File: src/rtl/pkt_gen_pkg.sv
// Shared constants, enums and the per-sample pattern function for pkt_gen.
package pkt_gen_pkg;

    localparam int LANES          = 24;
    localparam int LANE_W         = 36;
    localparam int SMP_W          = 12;
    localparam int RAMP_STRIDE_96 = 72;
    localparam int RAMP_STRIDE_48 = 36;

    localparam logic [14:0] LFSR_SEED = 15'h7FFF;

    typedef enum logic [1:0] {
        RAMP  = 2'd0,
        FIXED = 2'd1,
        ALT   = 2'd2,
        PRBS  = 2'd3
    } pattern_e;

    typedef enum logic [1:0] {
        IDLE  = 2'd0,
        BURST = 2'd1,
        GAP   = 2'd2
    } state_e;

    // Value of one sample slot; idx is the slot's sample index s = 3*lane + k.
    function automatic logic [SMP_W-1:0] sample_value(
        input pattern_e         pat,
        input logic [SMP_W-1:0] base,
        input logic [SMP_W-1:0] fixed,
        input logic [SMP_W-1:0] prbs,
        input logic             odd_word,
        input logic [SMP_W-1:0] idx
    );
        logic [SMP_W-1:0] v;
        case (pat)
            RAMP:    v = base + idx;
            FIXED:   v = fixed;
            ALT:     v = odd_word ? ~fixed : fixed;
            default: v = prbs ^ idx;
        endcase
        return v;
    endfunction

endpackage

File: src/rtl/pkt_gen_if.sv
// Register-file controls in, self-test lane buses and status out.
interface pkt_gen_if #(
    parameter int LANES  = pkt_gen_pkg::LANES,
    parameter int LANE_W = pkt_gen_pkg::LANE_W
);
    logic                              rf_self_test_mode;
    logic                              rf_96path_en;
    logic                              rf_pkt_gen_start;
    logic [1:0]                        rf_pkt_gen_pattern;
    logic [pkt_gen_pkg::SMP_W-1:0]     rf_pkt_gen_fixed;
    logic [15:0]                       rf_pkt_gen_len;
    logic [15:0]                       rf_pkt_gen_gap;
    logic [15:0]                       rf_pkt_gen_num;

    logic [LANES*LANE_W-1:0]           pkt_gen_data;
    logic [(LANES/2)*LANE_W-1:0]       pkt_gen_48data;
    logic                              pkt_gen_vld;
    logic                              pkt_gen_busy;
    logic                              pkt_gen_done;

    // Generator side.
    modport master (
        input  rf_self_test_mode, rf_96path_en, rf_pkt_gen_start, rf_pkt_gen_pattern,
               rf_pkt_gen_fixed, rf_pkt_gen_len, rf_pkt_gen_gap, rf_pkt_gen_num,
        output pkt_gen_data, pkt_gen_48data, pkt_gen_vld, pkt_gen_busy, pkt_gen_done
    );

    // Register file / capture side.
    modport slave (
        output rf_self_test_mode, rf_96path_en, rf_pkt_gen_start, rf_pkt_gen_pattern,
               rf_pkt_gen_fixed, rf_pkt_gen_len, rf_pkt_gen_gap, rf_pkt_gen_num,
        input  pkt_gen_data, pkt_gen_48data, pkt_gen_vld, pkt_gen_busy, pkt_gen_done
    );
endinterface

File: src/rtl/pkt_gen_lfsr15.sv
// 15-bit Fibonacci LFSR, x^15+x^14+1, with seed load and advance enable.
module pkt_gen_lfsr15 import pkt_gen_pkg::*; #(
    parameter int OUT_W = SMP_W
) (
    input  logic             clk,
    input  logic             rst_n,
    input  logic             load_i,
    input  logic             adv_i,
    output logic [OUT_W-1:0] prbs_o
);
    logic [14:0] lfsr_q, lfsr_d;

    // Seed load wins over advance.
    // NOTE: combinational blocks assign a default first, so no path leaves a
    // variable unassigned and no latch is inferred.
    always_comb begin
        lfsr_d = lfsr_q;
        if (load_i) begin
            lfsr_d = LFSR_SEED;
        end else if (adv_i) begin
            lfsr_d = {lfsr_q[13:0], lfsr_q[14] ^ lfsr_q[13]};
        end
    end

    // State register.
    // NOTE: sequential state uses non-blocking assignments so every register
    // samples the pre-edge values regardless of statement order.
    always_ff @(posedge clk or negedge rst_n) begin
        if (!rst_n) begin
            lfsr_q <= LFSR_SEED;
        end else begin
            lfsr_q <= lfsr_d;
        end
    end

    assign prbs_o = lfsr_q[OUT_W-1:0];

endmodule

File: src/rtl/pkt_gen.sv
// Self-test burst generator: FSM, burst/gap counters, ramp base and lane fill.
module pkt_gen #(
    parameter int LANES  = pkt_gen_pkg::LANES,
    parameter int LANE_W = pkt_gen_pkg::LANE_W,
    parameter int SMP_W  = pkt_gen_pkg::SMP_W
) (
    input  logic      clk,
    input  logic      rst_n,
    pkt_gen_if.master bus
);
    import pkt_gen_pkg::*;

    localparam int DATA_W = LANES * LANE_W;

    state_e            state_q, state_d;
    logic              c96_q, c96_d;
    pattern_e          pat_q, pat_d;
    logic [SMP_W-1:0]  fixed_q, fixed_d;
    logic [15:0]       len_m1_q, len_m1_d;
    logic [15:0]       gap_q, gap_d;
    logic [15:0]       num_q, num_d;
    logic [15:0]       word_cnt_q, word_cnt_d;
    logic [15:0]       gap_cnt_q, gap_cnt_d;
    logic [15:0]       burst_cnt_q, burst_cnt_d;
    logic [SMP_W-1:0]  base_q, base_d;
    logic [DATA_W-1:0] data_q, data_d;
    logic              vld_q, vld_d;
    logic              busy_q, busy_d;
    logic              done_q, done_d;

    logic              lfsr_load, lfsr_adv;
    logic [SMP_W-1:0]  prbs;
    logic [SMP_W-1:0]  stride;
    logic              start_ok;
    logic [DATA_W-1:0] word_w;

    pkt_gen_lfsr15 #(.OUT_W(SMP_W)) u_lfsr (
        .clk    (clk),
        .rst_n  (rst_n),
        .load_i (lfsr_load),
        .adv_i  (lfsr_adv),
        .prbs_o (prbs)
    );

    assign stride   = c96_q ? SMP_W'(RAMP_STRIDE_96) : SMP_W'(RAMP_STRIDE_48);
    // busy_q also blocks a start in the single IDLE cycle before busy falls.
    assign start_ok = bus.rf_self_test_mode && bus.rf_pkt_gen_start &&
                      (state_q == IDLE) && !busy_q;

    // Candidate word for this cycle; upper lanes are blanked on the 48-path bus.
    for (genvar l = 0; l < LANES; l++) begin : g_lane
        for (genvar k = 0; k < 3; k++) begin : g_smp
            assign word_w[l*LANE_W + k*SMP_W +: SMP_W] =
                (!c96_q && (l >= LANES/2)) ? '0 :
                sample_value(pat_q, base_q, fixed_q, prbs, word_cnt_q[0], SMP_W'(3*l + k));
        end
    end

    // Next-state, counters and registered outputs. Outputs lag the FSM by one
    // edge, so done is raised in IDLE while busy_q still reflects the burst.
    always_comb begin
        state_d     = state_q;
        c96_d       = c96_q;
        pat_d       = pat_q;
        fixed_d     = fixed_q;
        len_m1_d    = len_m1_q;
        gap_d       = gap_q;
        num_d       = num_q;
        word_cnt_d  = word_cnt_q;
        gap_cnt_d   = gap_cnt_q;
        burst_cnt_d = burst_cnt_q;
        base_d      = base_q;
        data_d      = '0;
        vld_d       = 1'b0;
        busy_d      = bus.rf_self_test_mode && (state_q != IDLE);
        done_d      = done_q;
        lfsr_load   = 1'b0;
        lfsr_adv    = 1'b0;

        if (!bus.rf_self_test_mode) begin
            state_d = IDLE;
        end else begin
            case (state_q)
                IDLE: begin
                    if (busy_q) begin
                        done_d = 1'b1;
                    end
                    if (start_ok) begin
                        state_d     = BURST;
                        c96_d       = bus.rf_96path_en;
                        pat_d       = pattern_e'(bus.rf_pkt_gen_pattern);
                        fixed_d     = bus.rf_pkt_gen_fixed;
                        len_m1_d    = (bus.rf_pkt_gen_len == 16'd0) ? 16'd0 : bus.rf_pkt_gen_len - 16'd1;
                        gap_d       = bus.rf_pkt_gen_gap;
                        num_d       = bus.rf_pkt_gen_num;
                        word_cnt_d  = '0;
                        gap_cnt_d   = '0;
                        burst_cnt_d = '0;
                        base_d      = '0;
                        done_d      = 1'b0;
                        lfsr_load   = 1'b1;
                    end
                end
                BURST: begin
                    vld_d    = 1'b1;
                    data_d   = word_w;
                    base_d   = base_q + stride;
                    lfsr_adv = 1'b1;
                    if (word_cnt_q == len_m1_q) begin
                        word_cnt_d  = '0;
                        burst_cnt_d = burst_cnt_q + 16'd1;
                        if ((num_q != 16'd0) && (burst_cnt_q == num_q - 16'd1)) begin
                            state_d = IDLE;
                        end else if (gap_q != 16'd0) begin
                            state_d   = GAP;
                            gap_cnt_d = '0;
                        end
                    end else begin
                        word_cnt_d = word_cnt_q + 16'd1;
                    end
                end
                GAP: begin
                    if (gap_cnt_q == gap_q - 16'd1) begin
                        state_d   = BURST;
                        gap_cnt_d = '0;
                    end else begin
                        gap_cnt_d = gap_cnt_q + 16'd1;
                    end
                end
                default: state_d = IDLE;
            endcase
        end
    end

    // State, latched configuration, counters and output registers.
    always_ff @(posedge clk or negedge rst_n) begin
        if (!rst_n) begin
            state_q     <= IDLE;
            c96_q       <= 1'b0;
            pat_q       <= RAMP;
            fixed_q     <= '0;
            len_m1_q    <= '0;
            gap_q       <= '0;
            num_q       <= '0;
            word_cnt_q  <= '0;
            gap_cnt_q   <= '0;
            burst_cnt_q <= '0;
            base_q      <= '0;
            data_q      <= '0;
            vld_q       <= 1'b0;
            busy_q      <= 1'b0;
            done_q      <= 1'b0;
        end else begin
            state_q     <= state_d;
            c96_q       <= c96_d;
            pat_q       <= pat_d;
            fixed_q     <= fixed_d;
            len_m1_q    <= len_m1_d;
            gap_q       <= gap_d;
            num_q       <= num_d;
            word_cnt_q  <= word_cnt_d;
            gap_cnt_q   <= gap_cnt_d;
            burst_cnt_q <= burst_cnt_d;
            base_q      <= base_d;
            data_q      <= data_d;
            vld_q       <= vld_d;
            busy_q      <= busy_d;
            done_q      <= done_d;
        end
    end

    assign bus.pkt_gen_data   = data_q;
    assign bus.pkt_gen_48data = data_q[(LANES/2)*LANE_W-1:0];
    assign bus.pkt_gen_vld    = vld_q;
    assign bus.pkt_gen_busy   = busy_q;
    assign bus.pkt_gen_done   = done_q;

endmodule

File: src/flat_wrapper.sv
// flat-port wrapper written by rule: the top's interface ports become plain ports
module pkt_gen_flat import pkt_gen_pkg::*;
#(
    parameter int LANES  = pkt_gen_pkg::LANES,
    parameter int LANE_W = pkt_gen_pkg::LANE_W,
    parameter int SMP_W  = pkt_gen_pkg::SMP_W
)
  (clk, rst_n, bus_rf_self_test_mode, bus_rf_96path_en, bus_rf_pkt_gen_start, bus_rf_pkt_gen_pattern, bus_rf_pkt_gen_fixed, bus_rf_pkt_gen_len, bus_rf_pkt_gen_gap, bus_rf_pkt_gen_num, bus_pkt_gen_data, bus_pkt_gen_48data, bus_pkt_gen_vld, bus_pkt_gen_busy, bus_pkt_gen_done);
  pkt_gen_if #(.LANES(LANES), .LANE_W(LANE_W)) bus_i ();
  input  logic clk;
  input  logic rst_n;
  input wire logic [$bits(bus_i.rf_self_test_mode)-1:0] bus_rf_self_test_mode;
  input wire logic [$bits(bus_i.rf_96path_en)-1:0] bus_rf_96path_en;
  input wire logic [$bits(bus_i.rf_pkt_gen_start)-1:0] bus_rf_pkt_gen_start;
  input wire logic [$bits(bus_i.rf_pkt_gen_pattern)-1:0] bus_rf_pkt_gen_pattern;
  input wire logic [$bits(bus_i.rf_pkt_gen_fixed)-1:0] bus_rf_pkt_gen_fixed;
  input wire logic [$bits(bus_i.rf_pkt_gen_len)-1:0] bus_rf_pkt_gen_len;
  input wire logic [$bits(bus_i.rf_pkt_gen_gap)-1:0] bus_rf_pkt_gen_gap;
  input wire logic [$bits(bus_i.rf_pkt_gen_num)-1:0] bus_rf_pkt_gen_num;
  output wire logic [$bits(bus_i.pkt_gen_data)-1:0] bus_pkt_gen_data;
  output wire logic [$bits(bus_i.pkt_gen_48data)-1:0] bus_pkt_gen_48data;
  output wire logic [$bits(bus_i.pkt_gen_vld)-1:0] bus_pkt_gen_vld;
  output wire logic [$bits(bus_i.pkt_gen_busy)-1:0] bus_pkt_gen_busy;
  output wire logic [$bits(bus_i.pkt_gen_done)-1:0] bus_pkt_gen_done;
  assign bus_i.rf_self_test_mode = bus_rf_self_test_mode;
  assign bus_i.rf_96path_en = bus_rf_96path_en;
  assign bus_i.rf_pkt_gen_start = bus_rf_pkt_gen_start;
  assign bus_i.rf_pkt_gen_pattern = bus_rf_pkt_gen_pattern;
  assign bus_i.rf_pkt_gen_fixed = bus_rf_pkt_gen_fixed;
  assign bus_i.rf_pkt_gen_len = bus_rf_pkt_gen_len;
  assign bus_i.rf_pkt_gen_gap = bus_rf_pkt_gen_gap;
  assign bus_i.rf_pkt_gen_num = bus_rf_pkt_gen_num;
  assign bus_pkt_gen_data = bus_i.pkt_gen_data;
  assign bus_pkt_gen_48data = bus_i.pkt_gen_48data;
  assign bus_pkt_gen_vld = bus_i.pkt_gen_vld;
  assign bus_pkt_gen_busy = bus_i.pkt_gen_busy;
  assign bus_pkt_gen_done = bus_i.pkt_gen_done;
  pkt_gen #(.LANES(LANES), .LANE_W(LANE_W), .SMP_W(SMP_W)) u_core (.clk(clk), .rst_n(rst_n), .bus(bus_i));
endmodule
File: config.mk
export PLATFORM = sky130hd
export DESIGN_NAME = pkt_gen_flat
export DESIGN_NICKNAME = d
export VERILOG_FILES = /design/src/rtl/pkt_gen_pkg.sv /design/src/rtl/pkt_gen_if.sv /design/src/rtl/pkt_gen_lfsr15.sv /design/src/rtl/pkt_gen.sv /design/src/flat_wrapper.sv
export SDC_FILE = /design/constraint.sdc
export NUM_CORES = 1
export LEC_CHECK = 0
export CAP_MARGIN = 10
export CORE_AREA = 3 3 528 530
export CTS_BUF_LIST = sky130_fd_sc_hd__clkbuf_4 sky130_fd_sc_hd__clkbuf_8
export DETAILED_ROUTE_END_ITERATION = 7
export DIE_AREA = 0 0 531 533
export DONT_BUFFER_PORTS = 1
export MAX_ROUTING_LAYER = met4
export PLACE_DENSITY = 0.33
export SETUP_SLACK_MARGIN = 0.02
export SLEW_MARGIN = 20
export SYNTH_ARGS = -nofsm -noshare
export SYNTH_HDL_FRONTEND = slang
export SYNTH_HIERARCHICAL = 1
export SYNTH_SLANG_ARGS = --single-unit
File: constraint.sdc
create_clock -name clk -period 3.7 [get_ports clk]
set_clock_uncertainty 0.05 [all_clocks]
set_input_delay 0.37 -clock clk [delete_from_list [all_inputs] [get_ports clk]]
set_output_delay 0.37 -clock clk [all_outputs]
set_load 0.03 [all_outputs]
==> reports/metrics.cfg <==
[global_route]
grt_pass1_vias = 19300
grt_first_pass_wirelength_um = 191000
grt_max_degree = 529
grt.total_usage_pct = 10.3
antenna_found_initial = 33
grt_overflow_total = 0

[placement]
io_buffers = 0
placed_area_um2 = 28200
hpwlAfterDp_um = 113000
place_congestion = 0.759

[layout]
final_util_pct = 11.8
synthToLayoutAreaGrowth_pct = 9.27
fillers = 31300
drive_above_1_share_pct = 19.4
finalNetCount = 2564
final_area_um2 = 32400

[clocking]
htree_levels = 3
clockBufferDepth = 4
post_cts_resize_count = 0
tritoncts = yes
clkLatencyLatePin_ns = 0.96
root_buffer = clkbuf_8
cts_buffers = 115
clk_pin_slew_ns = 0.06
cts_sinks = 528

[route]
drc_errors = 0
route.vias.total = 18600
vias_per_cell = 3.01
drt_iter0_drc = 877
dr.pass1.iters = 5
ant_nets = 0
routed_wl_um = 147000
routedWlPerCell_um = 23.8

[critical_path]
criticalPathCategory = flop to flop
path_common_cell = a21oi_1
crit_family = simple AND/OR/NAND/NOR gates
cp_data_required_time_ns = 4.45
critical-path-slowest-cell = or4b_1
path_buf_inv = 2
startpoint_type = flop
worstPathCellList = inv_1, ha_1, or4b_1, nor3_2, mux2i_1, a21oi_1, o41ai_2, nand2b_1, nor3b_4, buf_12, a21oi_1
cp.arrival_ns = 4.19
critical_path.endpoint_type = flop
worstPathMaxFanout = 10
slowest_delay_ns = 0.61

[timing]
fmaxAchievable_mhz = 291
fin_crit_sh_pct = 92.9
post-route-min-period_ns = 3.44
setup_tns_ns = 0
finalHoldViolations = 0
tightest_slew_ns = 1.17
finalSetupViolations = 0
slew_violations = 0
max-slew-margin-rel_pct = 22.0
rsz0062_at_grt = false

[synth]
ys_types = 74
avgSynthCellArea_um2 = 9.42
syn-num-nets = 3242
seq_area_frac_synth_pct = 44.7
synth_edf_count = 0
syn-instance-count = 3145
ys_ff_latch = 528
synth_ff_type = dfrtp_1
syn_area_um2 = 29600
ys_async_sr_fraction_pct = 100
yosysWarnings = 6

[floorplan]
ios = 1366
rows = 192
dieArea_um2 = 283000
die_w_um = 531
die_h_um = 533
coreArea_um2 = 274000
initial_utilization_pct = 10.8

[pwr]
vdd_drop_max_v = 0.000281
leakage_nw = 13.1
powerDensity_nw_per_um2 = 697

[min_path]
min_path_type = primary input to flop

[flow_run]
drv_cap = 0

[run_status]
status = completed

## synthesized netlist by cell type, types with 32 or more instances
cell | count | share of area, %
xor2_1 | 100 | 3.0
xnor2_1 | 111 | 3.3
nand3_1 | 44 | 0.74
buf_4 | 922 | 23
dfrtp_1 | 513 | 43
a21oi_1 | 311 | 5.3
nand2_1 | 357 | 4.5
nor2b_1 | 36 | 0.76
o21ai_0 | 77 | 1.3
nor3_1 | 32 | 0.54
nor2_1 | 126 | 1.6
clkbuf_1 | 130 | 1.6
## registers in the layout, summed over array words and instances, names as in the netlist, 10 cells and up
signal,flops
u_core/word_cnt_q,16
u_core/fixed_q,12
u_core/bus.pkt_gen_data,387
u_core/len_m1_q,16
u_core/gap_cnt_q,16
u_core/gap_q,16
u_core/u_lfsr/lfsr_q,15
u_core/base_q,10
u_core/num_q,16
u_core/burst_cnt_q,16
## worst paths after layout
| path | cells after the start | to | slack [ns] | from |
|---|---|---|---|---|
| setup / recovery | 11 | u_core/gap_cnt_q[8] | 0.26 | u_core/gap_q[0] |
| hold / removal | 3 | u_core/fixed_q[11] | 0.17 | bus_rf_pkt_gen_fixed[11] |
| setup reg to reg | 11 | u_core/gap_cnt_q[8] | 0.26 | u_core/gap_q[0] |
| hold reg to reg | 2 | u_core/len_m1_q[15] | 0.45 | u_core/len_m1_q[15] |
| max in group asynchronous | 6 | u_core/bus.pkt_gen_data[279] | 1.00 | rst_n |
| min in group asynchronous | 4 | u_core/bus.pkt_gen_data[619] | 0.57 | rst_n |
## tightest hold or removal path: cells and delay by family
kind | cells | cell delay (ns)
buf+inv | 1 | 0.61
simple gates | 2 | 0.13
## layout by cell type, fill, tap and decap left out, types with 74 or more instances in the layout
cell | synthesis | routed
a21oi_1 | 311 | 311
buf_4 | 922 | 120
clkbuf_8 | 0 | 142
dfrtp_1 | 513 | 429
dlygate4sd3_1 | 0 | 132
nand2_1 | 357 | 357
nor2_1 | 126 | 124
o21ai_0 | 77 | 74
xnor2_1 | 111 | 111
xor2_1 | 100 | 100
## stage by stage
step	total power, mW	worst slack, ns	instances	hold slack, ns
detailed placement	15.4	0.198	5800	0.0398
CTS	23.3	0.131	6141	-1.08
floorplan	12.6	0.807	3145	0.0244
finish	22.6	0.263	6182	0.173
global route	24.1	0.0714	6169	0.0676
global placement	15.4	0.168	5799	0.0396
## cell families after synthesis
| logic type | Yosys count | synth area share, % |
|---|---|---|
| XOR/XNOR | 211 | 6.24 |
| flip-flops | 528 | 44.7 |
| buffers and inverters | 1104 | 25.8 |
| AO/OA/AOI/OAI | 501 | 9.41 |
| multiplexers | 22 | 0.837 |
| adder cells (fa/ha/maj) | 30 | 1.29 |
| AND/OR/NAND/NOR | 749 | 11.7 |
## layout make-up
class	instances	area (um^2)	area share (%)
clock inverter	31	317	0.978
timing repair buffer	275	2830	8.73
sequential	528	13400	41.4
inverter	34	129	0.398
clock buffer	180	2240	6.92
antenna	32	80.1	0.247
multi-input combinational	1513	8880	27.4
tap	3589	4490	13.9
## routing by layer
layer	GRT usage (%)	vias up	wire [um]
met5	-	-	0
met4	2.65	0	3700
met3	4.29	201	14600
met2	15.4	959	64700
met1	12.8	9382	63900
li1	-	8089	-
## report_power, final
part | internal (mW) | switching, mW | leakage [nW] | total, mW
sequential | 6.27 | 2.24 | 7.05 | 8.51
clock | 4.20 | 3.11 | 1.36 | 7.31
combinational | 1.86 | 4.87 | 4.65 | 6.73
## what timing repair did
action | in CTS | in global routing
endpoints found under the setup margin | 0 | 10
endpoints found under the hold margin | 642 | 295
buffers inserted | 0 | 1
hold buffers | 130 | 4
(Power assumes the default switching activity.)
